==> config.mk <==
export PLATFORM = sky130hd
export DESIGN_NAME = riscv_int_ctrl_flat
export DESIGN_NICKNAME = d
export VERILOG_FILES = /design/src/rtl/riscv_int_pkg.sv /design/src/rtl/mem_if.sv /design/src/rtl/riscv_int_sync.sv /design/src/rtl/riscv_int_ctrl.sv /design/src/flat_wrapper.sv
export SDC_FILE = /design/constraint.sdc
export NUM_CORES = 1
export LEC_CHECK = 0
export ABC_AREA = 1
export ABC_CLOCK_PERIOD_IN_PS = 1000
export BUFFER_PORTS_ARGS = -buffer_cell sky130_fd_sc_hd__buf_2
export CAP_MARGIN = 20
export CORE_AREA = 2 2 92 94
export DETAILED_ROUTE_END_ITERATION = 8
export DIE_AREA = 0 0 94 96
export PLACE_DENSITY = 0.75
export SYNTH_ARGS = -nofsm -noshare
export SYNTH_HDL_FRONTEND = slang
export SYNTH_SLANG_ARGS = --single-unit
==> constraint.sdc <==
create_clock -name i_clk -period 1 [get_ports i_clk]
set_input_delay 0.05 -clock i_clk [delete_from_list [all_inputs] [get_ports i_clk]]
set_output_delay 0.05 -clock i_clk [all_outputs]
set_load 0.05 [all_outputs]
==> src/rtl/riscv_int_pkg.sv <==
`default_nettype none
// ============================================================================
//  Module      : riscv_int_pkg
//  Description : Shared definitions for the machine-level interrupt
//                controller: mcause codes, mip bit positions, register
//                offsets and FSM state encoding.
//  Revision    : 1.0 - initial release
// ============================================================================
package riscv_int_pkg;

    // mcause exception codes (interrupt bit is added by the trap unit)
    localparam logic [3:0] CAUSE_MSI = 4'd3;
    localparam logic [3:0] CAUSE_MTI = 4'd7;
    localparam logic [3:0] CAUSE_MEI = 4'd11;

    // mip / mie bit positions
    localparam int MIP_MSIP = 3;
    localparam int MIP_MTIP = 7;
    localparam int MIP_MEIP = 11;

    // Register select, taken from addr[3:2]
    typedef enum logic [1:0] {
        REG_MSIP     = 2'd0,
        REG_EXT_PEND = 2'd1,
        REG_EXT_EN   = 2'd2,
        REG_EXT_EDGE = 2'd3
    } riscv_int_reg_e;

    // Trap-request FSM
    typedef enum logic [1:0] {
        IDLE    = 2'd0,
        REQ     = 2'd1,
        HOLDOFF = 2'd2
    } riscv_int_state_e;

endpackage : riscv_int_pkg
`default_nettype wire

==> src/rtl/mem_if.sv <==
`default_nettype none
// ============================================================================
//  Module      : mem_if
//  Description : Simple peripheral register bus. Master issues req/we/addr/
//                wdata; slave returns ready and a registered rdata qualified
//                by valid.
//  Revision    : 1.0 - initial release
// ============================================================================
interface mem_if;
    logic        req;
    logic        we;
    logic [31:0] addr;
    logic [31:0] wdata;
    logic [31:0] rdata;
    logic        ready;
    logic        valid;

    modport master (output req, we, addr, wdata, input rdata, ready, valid);
    modport slave  (input req, we, addr, wdata, output rdata, ready, valid);
endinterface : mem_if
`default_nettype wire

==> src/rtl/riscv_int_sync.sv <==
`default_nettype none
// ============================================================================
//  Module      : riscv_int_sync
//  Description : Multi-flop synchroniser for one asynchronous input.
//  Ports       : i_clk    core clock
//                i_rst_n  synchronous reset, active-low
//                i_d      asynchronous input
//                o_q      synchronised output (SYNC_STAGES cycles latency)
//  Revision    : 1.0 - initial release
// ============================================================================
module riscv_int_sync #(
    parameter int SYNC_STAGES = 2
) (
    input  logic i_clk,
    input  logic i_rst_n,
    input  logic i_d,
    output logic o_q
);

    logic [SYNC_STAGES-1:0] r_stages;

    always_ff @(posedge i_clk) begin
        if (!i_rst_n) begin
            r_stages <= '0;
        end else begin
            r_stages <= {r_stages[SYNC_STAGES-2:0], i_d};
        end
    end

    assign o_q = r_stages[SYNC_STAGES-1];

endmodule : riscv_int_sync
`default_nettype wire

==> src/rtl/riscv_int_ctrl.sv <==
`default_nettype none
// ============================================================================
//  Module      : riscv_int_ctrl
//  Description : Machine-level interrupt aggregator. Combines MTIP from the
//                machine timer, a memory-mapped MSIP bit and NUM_EXT external
//                lines into the mip view and a prioritised trap request
//                (MEI > MSI > MTI) with a req/ack handshake.
//  Ports       : i_clk, i_rst_n   clock, synchronous active-low reset
//                i_timer_int      MTIP level (same clock domain)
//                i_ext_int        asynchronous external lines
//                i_mstatus_mie    global machine interrupt enable
//                i_mie            mie CSR (bits 3, 7, 11)
//                i_irq_ack        core has taken the trap
//                o_irq_req        registered trap request
//                o_irq_cause      latched mcause code
//                o_mip            registered mip view
//                if_mem           register-access slave port
//  Revision    : 1.0 - initial release
// ============================================================================
module riscv_int_ctrl
    import riscv_int_pkg::*;
#(
    parameter int NUM_EXT     = 8,
    parameter int SYNC_STAGES = 2
) (
    input  logic               i_clk,
    input  logic               i_rst_n,
    input  logic               i_timer_int,
    input  logic [NUM_EXT-1:0] i_ext_int,
    input  logic               i_mstatus_mie,
    input  logic [31:0]        i_mie,
    input  logic               i_irq_ack,
    output logic               o_irq_req,
    output logic [3:0]         o_irq_cause,
    output logic [31:0]        o_mip,
    mem_if.slave               if_mem
);

    // ------------------------------------------------------------------
    // External line synchronisation and edge detection
    // ------------------------------------------------------------------
    logic [NUM_EXT-1:0] w_sync;
    logic [NUM_EXT-1:0] r_prev;
    logic [NUM_EXT-1:0] w_rise;

    for (genvar g = 0; g < NUM_EXT; g++) begin : g_sync
        riscv_int_sync #(
            .SYNC_STAGES (SYNC_STAGES)
        ) u_sync (
            .i_clk   (i_clk),
            .i_rst_n (i_rst_n),
            .i_d     (i_ext_int[g]),
            .o_q     (w_sync[g])
        );
    end

    assign w_rise = w_sync & ~r_prev;

    // ------------------------------------------------------------------
    // Register interface
    // ------------------------------------------------------------------
    logic               r_msip;
    logic [NUM_EXT-1:0] r_en;
    logic [NUM_EXT-1:0] r_edge;
    logic [NUM_EXT-1:0] r_sticky;
    logic [31:0]        r_data;
    logic               r_valid;

    riscv_int_reg_e     w_addr;
    logic               w_wr;
    logic               w_rd;
    logic [NUM_EXT-1:0] w_wdata;
    logic [NUM_EXT-1:0] w_w1c;
    logic [NUM_EXT-1:0] w_mode_chg;
    logic [NUM_EXT-1:0] w_pending;
    logic [31:0]        w_rdata;

    assign w_addr  = riscv_int_reg_e'(if_mem.addr[3:2]);
    assign w_wr    = if_mem.req &  if_mem.we;
    assign w_rd    = if_mem.req & ~if_mem.we;
    assign w_wdata = if_mem.wdata[NUM_EXT-1:0];

    // Edge-mode lines report their sticky bit, level-mode lines the synced level
    assign w_pending  = (r_edge & r_sticky) | (~r_edge & w_sync);
    assign w_w1c      = (w_wr && w_addr == REG_EXT_PEND) ? w_wdata : '0;
    assign w_mode_chg = (w_wr && w_addr == REG_EXT_EDGE) ? (w_wdata ^ r_edge) : '0;

    always_comb begin
        w_rdata = '0;
        case (w_addr)
            REG_MSIP:     w_rdata = {31'd0, r_msip};
            REG_EXT_PEND: w_rdata = 32'(w_pending);
            REG_EXT_EN:   w_rdata = 32'(r_en);
            REG_EXT_EDGE: w_rdata = 32'(r_edge);
            default:      w_rdata = '0;
        endcase
    end

    always_ff @(posedge i_clk) begin
        if (!i_rst_n) begin
            r_msip   <= 1'b0;
            r_en     <= '0;
            r_edge   <= '0;
            r_sticky <= '0;
            r_prev   <= '0;
            r_data   <= '0;
            r_valid  <= 1'b0;
        end else begin
            r_prev  <= w_sync;
            r_valid <= w_rd;
            if (w_rd) begin
                r_data <= w_rdata;
            end
            if (w_wr && w_addr == REG_MSIP) begin
                r_msip <= if_mem.wdata[0];
            end
            if (w_wr && w_addr == REG_EXT_EN) begin
                r_en <= w_wdata;
            end
            if (w_wr && w_addr == REG_EXT_EDGE) begin
                r_edge <= w_wdata;
            end
            // A rising edge in the same cycle as W1C keeps the bit set;
            // a mode change discards whatever was latched under the old mode.
            r_sticky <= ((r_sticky & ~w_w1c) | w_rise) & r_edge & ~w_mode_chg;
        end
    end

    assign if_mem.ready = 1'b1;
    assign if_mem.rdata = r_data;
    assign if_mem.valid = r_valid;

    // ------------------------------------------------------------------
    // mip view
    // ------------------------------------------------------------------
    logic [31:0] r_mip;
    logic [31:0] w_mip_next;

    always_comb begin
        w_mip_next           = '0;
        w_mip_next[MIP_MSIP] = r_msip;
        w_mip_next[MIP_MTIP] = i_timer_int;
        w_mip_next[MIP_MEIP] = |(w_pending & r_en);
    end

    always_ff @(posedge i_clk) begin
        if (!i_rst_n) begin
            r_mip <= '0;
        end else begin
            r_mip <= w_mip_next;
        end
    end

    assign o_mip = r_mip;

    // ------------------------------------------------------------------
    // Prioritisation and trap-request FSM
    // ------------------------------------------------------------------
    logic             w_elig_mei;
    logic             w_elig_msi;
    logic             w_elig_mti;
    logic             w_any_elig;
    logic             w_latched_elig;
    logic [3:0]       w_top_cause;
    riscv_int_state_e r_state;
    logic             r_irq_req;
    logic [3:0]       r_irq_cause;

    assign w_elig_mei = i_mstatus_mie & r_mip[MIP_MEIP] & i_mie[MIP_MEIP];
    assign w_elig_msi = i_mstatus_mie & r_mip[MIP_MSIP] & i_mie[MIP_MSIP];
    assign w_elig_mti = i_mstatus_mie & r_mip[MIP_MTIP] & i_mie[MIP_MTIP];
    assign w_any_elig = w_elig_mei | w_elig_msi | w_elig_mti;

    assign w_top_cause = w_elig_mei ? CAUSE_MEI :
                         w_elig_msi ? CAUSE_MSI : CAUSE_MTI;

    always_comb begin
        w_latched_elig = 1'b0;
        case (r_irq_cause)
            CAUSE_MEI: w_latched_elig = w_elig_mei;
            CAUSE_MSI: w_latched_elig = w_elig_msi;
            CAUSE_MTI: w_latched_elig = w_elig_mti;
            default:   w_latched_elig = 1'b0;
        endcase
    end

    // HOLDOFF makes the same decision IDLE would, so the request gap after
    // an ack is exactly the single HOLDOFF cycle; a core that clears
    // mstatus.MIE on trap entry has had that cycle to do so.
    always_ff @(posedge i_clk) begin
        if (!i_rst_n) begin
            r_state     <= IDLE;
            r_irq_req   <= 1'b0;
            r_irq_cause <= 4'd0;
        end else begin
            case (r_state)
                IDLE, HOLDOFF: begin
                    if (w_any_elig) begin
                        r_state     <= REQ;
                        r_irq_req   <= 1'b1;
                        r_irq_cause <= w_top_cause;
                    end else begin
                        r_state   <= IDLE;
                        r_irq_req <= 1'b0;
                    end
                end
                REQ: begin
                    if (i_irq_ack) begin
                        r_state   <= HOLDOFF;
                        r_irq_req <= 1'b0;
                    end else if (!w_latched_elig) begin
                        r_state   <= IDLE;
                        r_irq_req <= 1'b0;
                    end
                end
                default: begin
                    r_state   <= IDLE;
                    r_irq_req <= 1'b0;
                end
            endcase
        end
    end

    assign o_irq_req   = r_irq_req;
    assign o_irq_cause = r_irq_cause;

    // Bits of the CSR and bus words that this block does not decode
    logic w_unused;
    assign w_unused = ^{i_mie, if_mem.addr, if_mem.wdata};

endmodule : riscv_int_ctrl
`default_nettype wire

==> src/flat_wrapper.sv <==
// flat-port wrapper written by rule: the top's interface ports become plain ports
module riscv_int_ctrl_flat import riscv_int_pkg::*;
#(
    parameter int NUM_EXT     = 8,
    parameter int SYNC_STAGES = 2
)
  (i_clk, i_rst_n, i_timer_int, i_ext_int, i_mstatus_mie, i_mie, i_irq_ack, o_irq_req, o_irq_cause, o_mip, if_mem_req, if_mem_we, if_mem_addr, if_mem_wdata, if_mem_rdata, if_mem_ready, if_mem_valid);
  mem_if if_mem_i ();
  input  logic i_clk;
  input  logic i_rst_n;
  input  logic i_timer_int;
  input  logic [NUM_EXT-1:0] i_ext_int;
  input  logic i_mstatus_mie;
  input  logic [31:0] i_mie;
  input  logic i_irq_ack;
  output logic o_irq_req;
  output logic [3:0] o_irq_cause;
  output logic [31:0] o_mip;
  input wire logic [$bits(if_mem_i.req)-1:0] if_mem_req;
  input wire logic [$bits(if_mem_i.we)-1:0] if_mem_we;
  input wire logic [$bits(if_mem_i.addr)-1:0] if_mem_addr;
  input wire logic [$bits(if_mem_i.wdata)-1:0] if_mem_wdata;
  output wire logic [$bits(if_mem_i.rdata)-1:0] if_mem_rdata;
  output wire logic [$bits(if_mem_i.ready)-1:0] if_mem_ready;
  output wire logic [$bits(if_mem_i.valid)-1:0] if_mem_valid;
  assign if_mem_i.req = if_mem_req;
  assign if_mem_i.we = if_mem_we;
  assign if_mem_i.addr = if_mem_addr;
  assign if_mem_i.wdata = if_mem_wdata;
  assign if_mem_rdata = if_mem_i.rdata;
  assign if_mem_ready = if_mem_i.ready;
  assign if_mem_valid = if_mem_i.valid;
  riscv_int_ctrl #(.NUM_EXT(NUM_EXT), .SYNC_STAGES(SYNC_STAGES)) u_core (.i_clk(i_clk), .i_rst_n(i_rst_n), .i_timer_int(i_timer_int), .i_ext_int(i_ext_int), .i_mstatus_mie(i_mstatus_mie), .i_mie(i_mie), .i_irq_ack(i_irq_ack), .o_irq_req(o_irq_req), .o_irq_cause(o_irq_cause), .o_mip(o_mip), .if_mem(if_mem_i));
endmodule
==> results of run 1 <==
-- metal layers --
layer	global-route usage (%)	vias to the layer above	wire, um
li1	-	1353	-
met1	17.0	1200	2850
met2	25.4	93	3030
met3	3.84	10	405
met4	5.92	0	94
met5	0	-	0
-- per-stage QoR --
| step | util [%] | hold slack [ns] |
|---|---|---|
| CTS | 46.6 | 0.00459 |
| finish | 48.4 | 0.0129 |
| global route | 48.4 | 0.0174 |
| floorplan | - | 0.147 |
| detailed placement | 41.7 | 0.236 |
| global placement | 41.7 | 0.232 |
-- power by group through the flow --
| stage | registers (mW) | clock network [mW] | logic (mW) |
|---|---|---|---|
| 3_3_place_gp | 2.84 | 0 | 0.931 |
| 2_1_floorplan | 2.90 | 0 | 0.843 |
| 5_1_grt | 2.80 | 2.18 | 1.11 |
| 6_report | 2.79 | 1.99 | 1.03 |
| 4_1_cts | 2.78 | 2.05 | 1.01 |
| 3_5_place_dp | 2.84 | 0 | 0.942 |
-- critical path, stage by stage, from the launching register on --
cell and delay, ns:
sky130_fd_sc_hd__dfxtp_4 0.36, sky130_fd_sc_hd__inv_2 0.06, sky130_fd_sc_hd__nand2_2 0.06, sky130_fd_sc_hd__nor2_2 0.10, sky130_fd_sc_hd__nand2_1 0.07, sky130_fd_sc_hd__nand3_2 0.09, sky130_fd_sc_hd__nand3_2 0.07, sky130_fd_sc_hd__a21oi_2 0.12
-- area by class of cell --
class	instances	area [sq um]	area share, %
clock buffer	13	159	4.08
clock inverter	3	15.0	0.386
inverter	55	206	5.30
multi-input combinational	287	1360	35.0
sequential	67	1390	35.6
tap	105	131	3.37
timing repair buffer	83	634	16.3
-- repair_timing --
action	CTS	global route
hold endpoints to repair	18	0
endpoints found under the setup margin	22	20
pin swaps	1	25
buffers inserted	2	0
hold buffers	17	0
resized for setup	21	55
-- placed cells by master, fill, tap and decap left out, drive strengths merged --
cell type / count
dlygate4sd3: 17
a21oi: 26
inv: 54
buf: 62
nor3: 2
conb: 54
nand2: 110
clkinv: 4
dfxtp: 67
o211ai: 4
nor2: 38
a311oi: 1
nand3: 15
clkbuf: 17
o21ai: 37
-- worst paths after layout --
check | startpoint | cells past startpoint | endpoint
setup / recovery | u_core.o_irq_cause[3]$_SDFFE_PN0P_ | 7 | u_core.o_irq_req$_SDFFE_PN0P_
hold reg to reg | u_core.g_sync[7].u_sync.r_stages[0]$_SDFF_PN0_ | 2 | u_core.g_sync[7].u_sync.r_stages[1]$_SDFF_PN0_
hold / removal | if_mem_wdata[5] | 3 | u_core.r_edge[5]$_SDFFE_PN0P_
setup reg to reg | u_core.o_irq_cause[3]$_SDFFE_PN0P_ | 7 | u_core.o_irq_req$_SDFFE_PN0P_
-- state kept, by name, indices dropped and copies added, names as in the netlist --
name,count
u_core.r_prev,8
u_core.o_irq_cause,3
u_core.r_edge,8
u_core.r_msip,1
u_core.g_sync.u_sync.r_stages,16
u_core.r_state,2
u_core.o_irq_req,1
u_core.o_mip,3
u_core.r_en,8
u_core.if_mem.valid,1
u_core.if_mem.rdata,8
u_core.r_sticky,8
-- cell families (layout without fill, tap and decap cells) --
| family | count (synthesis) | in the layout |
|---|---|---|
| compound gates | 68 | 68 |
| buf+inv | 119 | 154 |
| simple gates | 165 | 165 |
| flops | 67 | 67 |
| other cells | 2 | 54 |
==> parameters.txt, run 1 <==
Parameter                              Value

Outcome
  Result of the run    finished, violations left
  Violations in the final reports    negative setup slack

Setup path
  Crit-path max FO    3
  Startpoint class of the critical path    flip-flop
  Required time worst endpoint    1.28 ns
  Data arrival at the endpoint of the critical path    1.29 ns
  Worst R2R Setup Slack    -0.002 ns
  Worst setup path class    reg -> reg
  CP endpoint kind    flip-flop

Layout
  Area growth from synthesis to layout    27.2%
  Final std cell area, no fill    3890 sq um
  Share of post-route cells with drive strength above 1    29.5%
  Fillers    782
  Number of diodes    0
  Post-layout net count    614
  Cell Count, Final, Fillers Out    613

Hold path
  Worst hold-check path type    in -> reg

Synthesis
  Mux cell area share after synthesis    0%
  Register area share after synthesis    43.8%
  Count leader, synth    sky130_fd_sc_hd__nand2_1
  Number of flops mapped to enable cells by yosys    0
  Share of synthesized cell area in and, or, nand and nor gates    21.7%
  Syn Std Cell Area    3060 sq um
  Cell taking the most area after synthesis    sky130_fd_sc_hd__dfxtp_1
  Post-synth top cells    107 x sky130_fd_sc_hd__nand2_1, 67 x sky130_fd_sc_hd__dfxtp_1, 56 x sky130_fd_sc_hd__buf_4, 50 x sky130_fd_sc_hd__inv_1, 35 x sky130_fd_sc_hd__nor2_1
  Avg Cell Area, Syn    7.27 sq um
  Number of distinct standard cells referenced by the synthesized netlist    22
  Main synth FF type    sky130_fd_sc_hd__dfxtp_1
  Synth Warn #    0
  Total of flip-flops plus latches after synthesis    67
  Yosys top cell area share    43.8%
  Arithmetic-cell share of the synthesized area counting full adders, half adders and majority gates    0%
  XOR/XNOR share of the synthesized area    0%
  Area fraction in compound gates after synthesis    12.4%
  Mapped Cells    421
  FFs w/ async S/R, synth    0%
  Synth top area cells    sky130_fd_sc_hd__dfxtp_1 44%, sky130_fd_sc_hd__buf_4 14%, sky130_fd_sc_hd__nand2_1 13%, sky130_fd_sc_hd__inv_1 6.1%, sky130_fd_sc_hd__o21ai_0 4.6%
  Combinational family with the most area after synthesis    buffers and inverters

Route
  Average vias per placed instance    4.33
  First DRT Iteration DRCs    107
  Total number of vias    2656
  Final antenna-violating net count    0
  Residual DRC    0
  Routed wirelength normalized by instance count    10.4 um
  Routed wire length    6370 um
  Iteration count of the initial detailed-routing pass    4

Pwr
  Clock power frac    34.3%
  Internal power of the cells    4.01 mW
  Power after layout    5.82 mW
  Power dissipated by switching net loads    1.80 mW
  Worst voltage drop across the vdd grid    0.580 mV
  Leakage power    1.90 nW
  Power per cell area    1490 nW/um^2
  Sequential group share of total power    48.0%
  Fraction of power consumed by combinational cells    17.8%
  Sw Share    31.0%

Global routing
  Antenna violations before repair    0
  Via count of the first global-routing pass    2407
  Overall overflow remaining after global route    0
  Overall global routing resource usage    14.5%
  Wire length of the first global-routing pass    10300 um
  Largest net degree at the start of global routing    19

Timing
  Layout Skew    0.0122 ns
  Final setup vio count    1
  Part of the cycle the worst path needs    100%
  Setup repair after global routing missed its margin    yes
  Post-layout minimum cycle time    1.00 ns
  Hold violation total from the final report    0
  Achievable Freq    0.998 GHz
  Final count of pins violating max slew    0
  Worst Setup Slack, final    -0.00249 ns
  Final sum of negative setup slack    -0.00249 ns

Placement
  Routability congestion estimate    0.777
  Detailed placement HPWL    4670 um
  Number of buffer cells added on primary ports    44
  Dpl cells    578
  Place WS    -0.0905 ns
  Area after detailed placement    3360 sq um

CTS
  CTS Sinks    67
  CTS HTree Levels    3
  Clock network latency to the later pin of the worst-skew pair    0.34 ns
  CTS Root Buffer Type    sky130_fd_sc_hd__clkbuf_8
  Clk buf depth    2
  CTS tree    yes
  Clock slew at reported path FFs    0.08 ns
  CTS Buf Count    9

Die
  Starting density of the core    38.0%
  Core region area    8050 sq um
  Top-Level Pins    182
  Chip Height    96 um
  Die Width    94 um
  Placement row count    33
  Area enclosed by the die boundary    9020 sq um

Flow run
  Max-Cap Viols    0
Power figures use the tool's default switching activity.
==> inputs of run 2 (changes only) <==
- PLACE_DENSITY: 0.75 -> 0.78
==> parameters.txt, run 2 (synthesis gave the netlist of run 1 again) <==
Parameter                              Value

Outcome
  Result of the run    finished, violations left
  Violations in the final reports    negative setup slack

CTS
  CTS Root Buffer Type    sky130_fd_sc_hd__clkbuf_8
  CTS HTree Levels    3
  Clk buf depth    2
  Clock slew at reported path FFs    0.07 ns
  CTS tree    yes
  CTS Sinks    67
  Clock network latency to the later pin of the worst-skew pair    0.35 ns
  CTS Buf Count    9

Layout
  Post-layout net count    615
  Most flops, register    u_core.g_sync.u_sync.r_stages
  Utilization of the core after routing    49.3%
  Cell Count, Final, Fillers Out    614
  Share of post-route cells with drive strength above 1    30.3%
  Final std cell area, no fill    3970 sq um
  Number of diodes    0
  Flip-flop count of the largest register, all copies and words added    16
  Fillers    802
  Area growth from synthesis to layout    29.7%
  Commonest cells after routing, fill and taps aside    103 x sky130_fd_sc_hd__nand2_1, 54 x sky130_fd_sc_hd__conb_1, 48 x sky130_fd_sc_hd__dfxtp_1, 44 x sky130_fd_sc_hd__inv_1, 31 x sky130_fd_sc_hd__nor2_1
  Commonest non-fill, non-tap cell in the layout    sky130_fd_sc_hd__nand2_1

Placement
  Detailed placement HPWL    4650 um
  Area after detailed placement    3370 sq um
  Place WS    -0.143 ns
  Routability congestion estimate    0.861
  Dpl cells    578
  Number of buffer cells added on primary ports    44

Die
  Die Width    94 um
  Top-Level Pins    182
  Area enclosed by the die boundary    9020 sq um
  Placement row count    33
  Starting density of the core    38.0%
  Chip Height    96 um
  Core region area    8050 sq um

Hold path
  Startpoint of the worst hold path    if_mem_wdata[5]
  Terminating pin of the worst hold path    u_core.r_sticky[5]$_SDFF_PN0_
  Instance count along the most critical hold path    3
  Worst hold-check path type    in -> reg

Global routing
  Antenna violations before repair    0
  Overall global routing resource usage    13.9%
  Via count of the first global-routing pass    2289
  Largest net degree at the start of global routing    16
  Wire length of the first global-routing pass    9780 um
  Overall overflow remaining after global route    0

Setup path
  Worst R2R Setup Slack    -0.01 ns
  Data arrival at the endpoint of the critical path    1.30 ns
  CP max stage delay    0.37 ns
  CP endpoint kind    flip-flop
  Worst reg2reg startpoint    u_core.o_mip[3]$_SDFF_PN0_
  Required time worst endpoint    1.29 ns
  Critical Path, Cell by Cell    nand2_4 -> o21ai_4 -> o21ai_4 -> buf_6 -> a21oi_1
  Startpoint class of the critical path    flip-flop
  Reg-to-reg endpoint    u_core.r_state[0]$_SDFFE_PN0P_
  Worst setup path class    reg -> reg
  Count of cells along the worst register-to-register path    5
  Crit-path max FO    3
  Most used cell along the critical path    sky130_fd_sc_hd__o21ai_4
  Cell with the largest stage delay on the worst path    sky130_fd_sc_hd__dfxtp_4

Route
  Total number of vias    2653
  Routed wire length    6280 um
  First DRT Iteration DRCs    112
  Final antenna-violating net count    0
  Residual DRC    0
  Iteration count of the initial detailed-routing pass    4
  Routed wirelength normalized by instance count    10.2 um
  Average vias per placed instance    4.32

Pwr
  Leakage power    1.92 nW
  Worst voltage drop across the vdd grid    0.786 mV
  Power per cell area    1550 nW/um^2

Timing
  Hold violation total from the final report    0
  Post-layout minimum cycle time    1.01 ns
  Achievable Freq    0.989 GHz
  Setup repair after global routing missed its margin    yes
  Layout Skew    0.0105 ns
  Part of the cycle the worst path needs    101%
  Worst hold slack across all endpoints    0.0140 ns
  Final setup vio count    4
  Worst Setup Slack, final    -0.0112 ns
  Final count of pins violating max slew    0

Flow run
  Max-Cap Viols    0
==> run 2: cell type report <==
| cell class | instances | area [sq um] | share of cell area, % |
|---|---|---|---|
| clock buffer | 14 | 173 | 4.35 |
| clock inverter | 2 | 35.0 | 0.882 |
| inverter | 55 | 211 | 5.32 |
| multi-input combinational | 287 | 1390 | 35.1 |
| sequential | 67 | 1380 | 34.8 |
| tap | 105 | 131 | 3.31 |
| timing repair buffer | 84 | 644 | 16.2 |
==> run 2: how the worst max path moves through the flow <==
stage,start,to,slack (ns),cells past startpoint
4_1_cts,u_core.o_irq_cause[1]$_SDFFE_PN0P_,o_irq_cause[1],-0.03,1
3_3_place_gp,u_core.g_sync[5].u_sync.r_stages[1]$_SDFF_PN0_,u_core.o_mip[11]$_SDFF_PN0_,-0.06,6
5_1_grt,u_core.o_mip[3]$_SDFF_PN0_,u_core.r_state[0]$_SDFFE_PN0P_,-0.07,5
3_5_place_dp,u_core.g_sync[5].u_sync.r_stages[1]$_SDFF_PN0_,u_core.o_mip[11]$_SDFF_PN0_,-0.14,6
2_1_floorplan,u_core.o_mip[7]$_SDFF_PN0_,u_core.o_irq_req$_SDFFE_PN0P_,-0.002,6
6_report,u_core.o_mip[3]$_SDFF_PN0_,u_core.r_state[0]$_SDFFE_PN0P_,-0.01,5
==> run 2: report_power, final <==
part / internal, mW / leakage (nW) / switching [mW]
registers: 2.74 / 0.557 / 0.0492
logic: 0.259 / 1.26 / 0.792
clock network: 1.35 / 0.107 / 0.965
==> run 2: what timing repair did <==
action                                 CTS  global route
hold buffers                            17             0
resized for setup                       24            55
setup endpoints to repair               21            19
buffers inserted                         2             1
endpoints found under the hold margin   18             0
pin swaps                                1            18
==> run 2: through the flow <==
| step | power [mW] | setup TNS (ns) |
|---|---|---|
| final | 6.16 | -0.0247 |
| after detailed placement | 3.79 | -0.603 |
| after global placement | 3.77 | -0.218 |
| after CTS | 6.17 | -0.0693 |
| after floorplan | 3.74 | -0.00230 |
| after global routing | 6.41 | -0.433 |
==> run 2: per-layer routing <==
metal  up-vias  track usage [%]  wire, um
li1       1361                -         -
met4         0             7.00       101
met2        88             23.1      2990
met3         9             3.21       351
met1      1195             17.0      2830
met5         -                0         0
==> run 2: critical path: cells and delay by family (launching register included) <==
kind	cells	cell delay [ns]
flip-flops	1	0.37
AO/OA/AOI/OAI	3	0.39
AND/OR/NAND/NOR	1	0.06
buffers and inverters	1	0.13
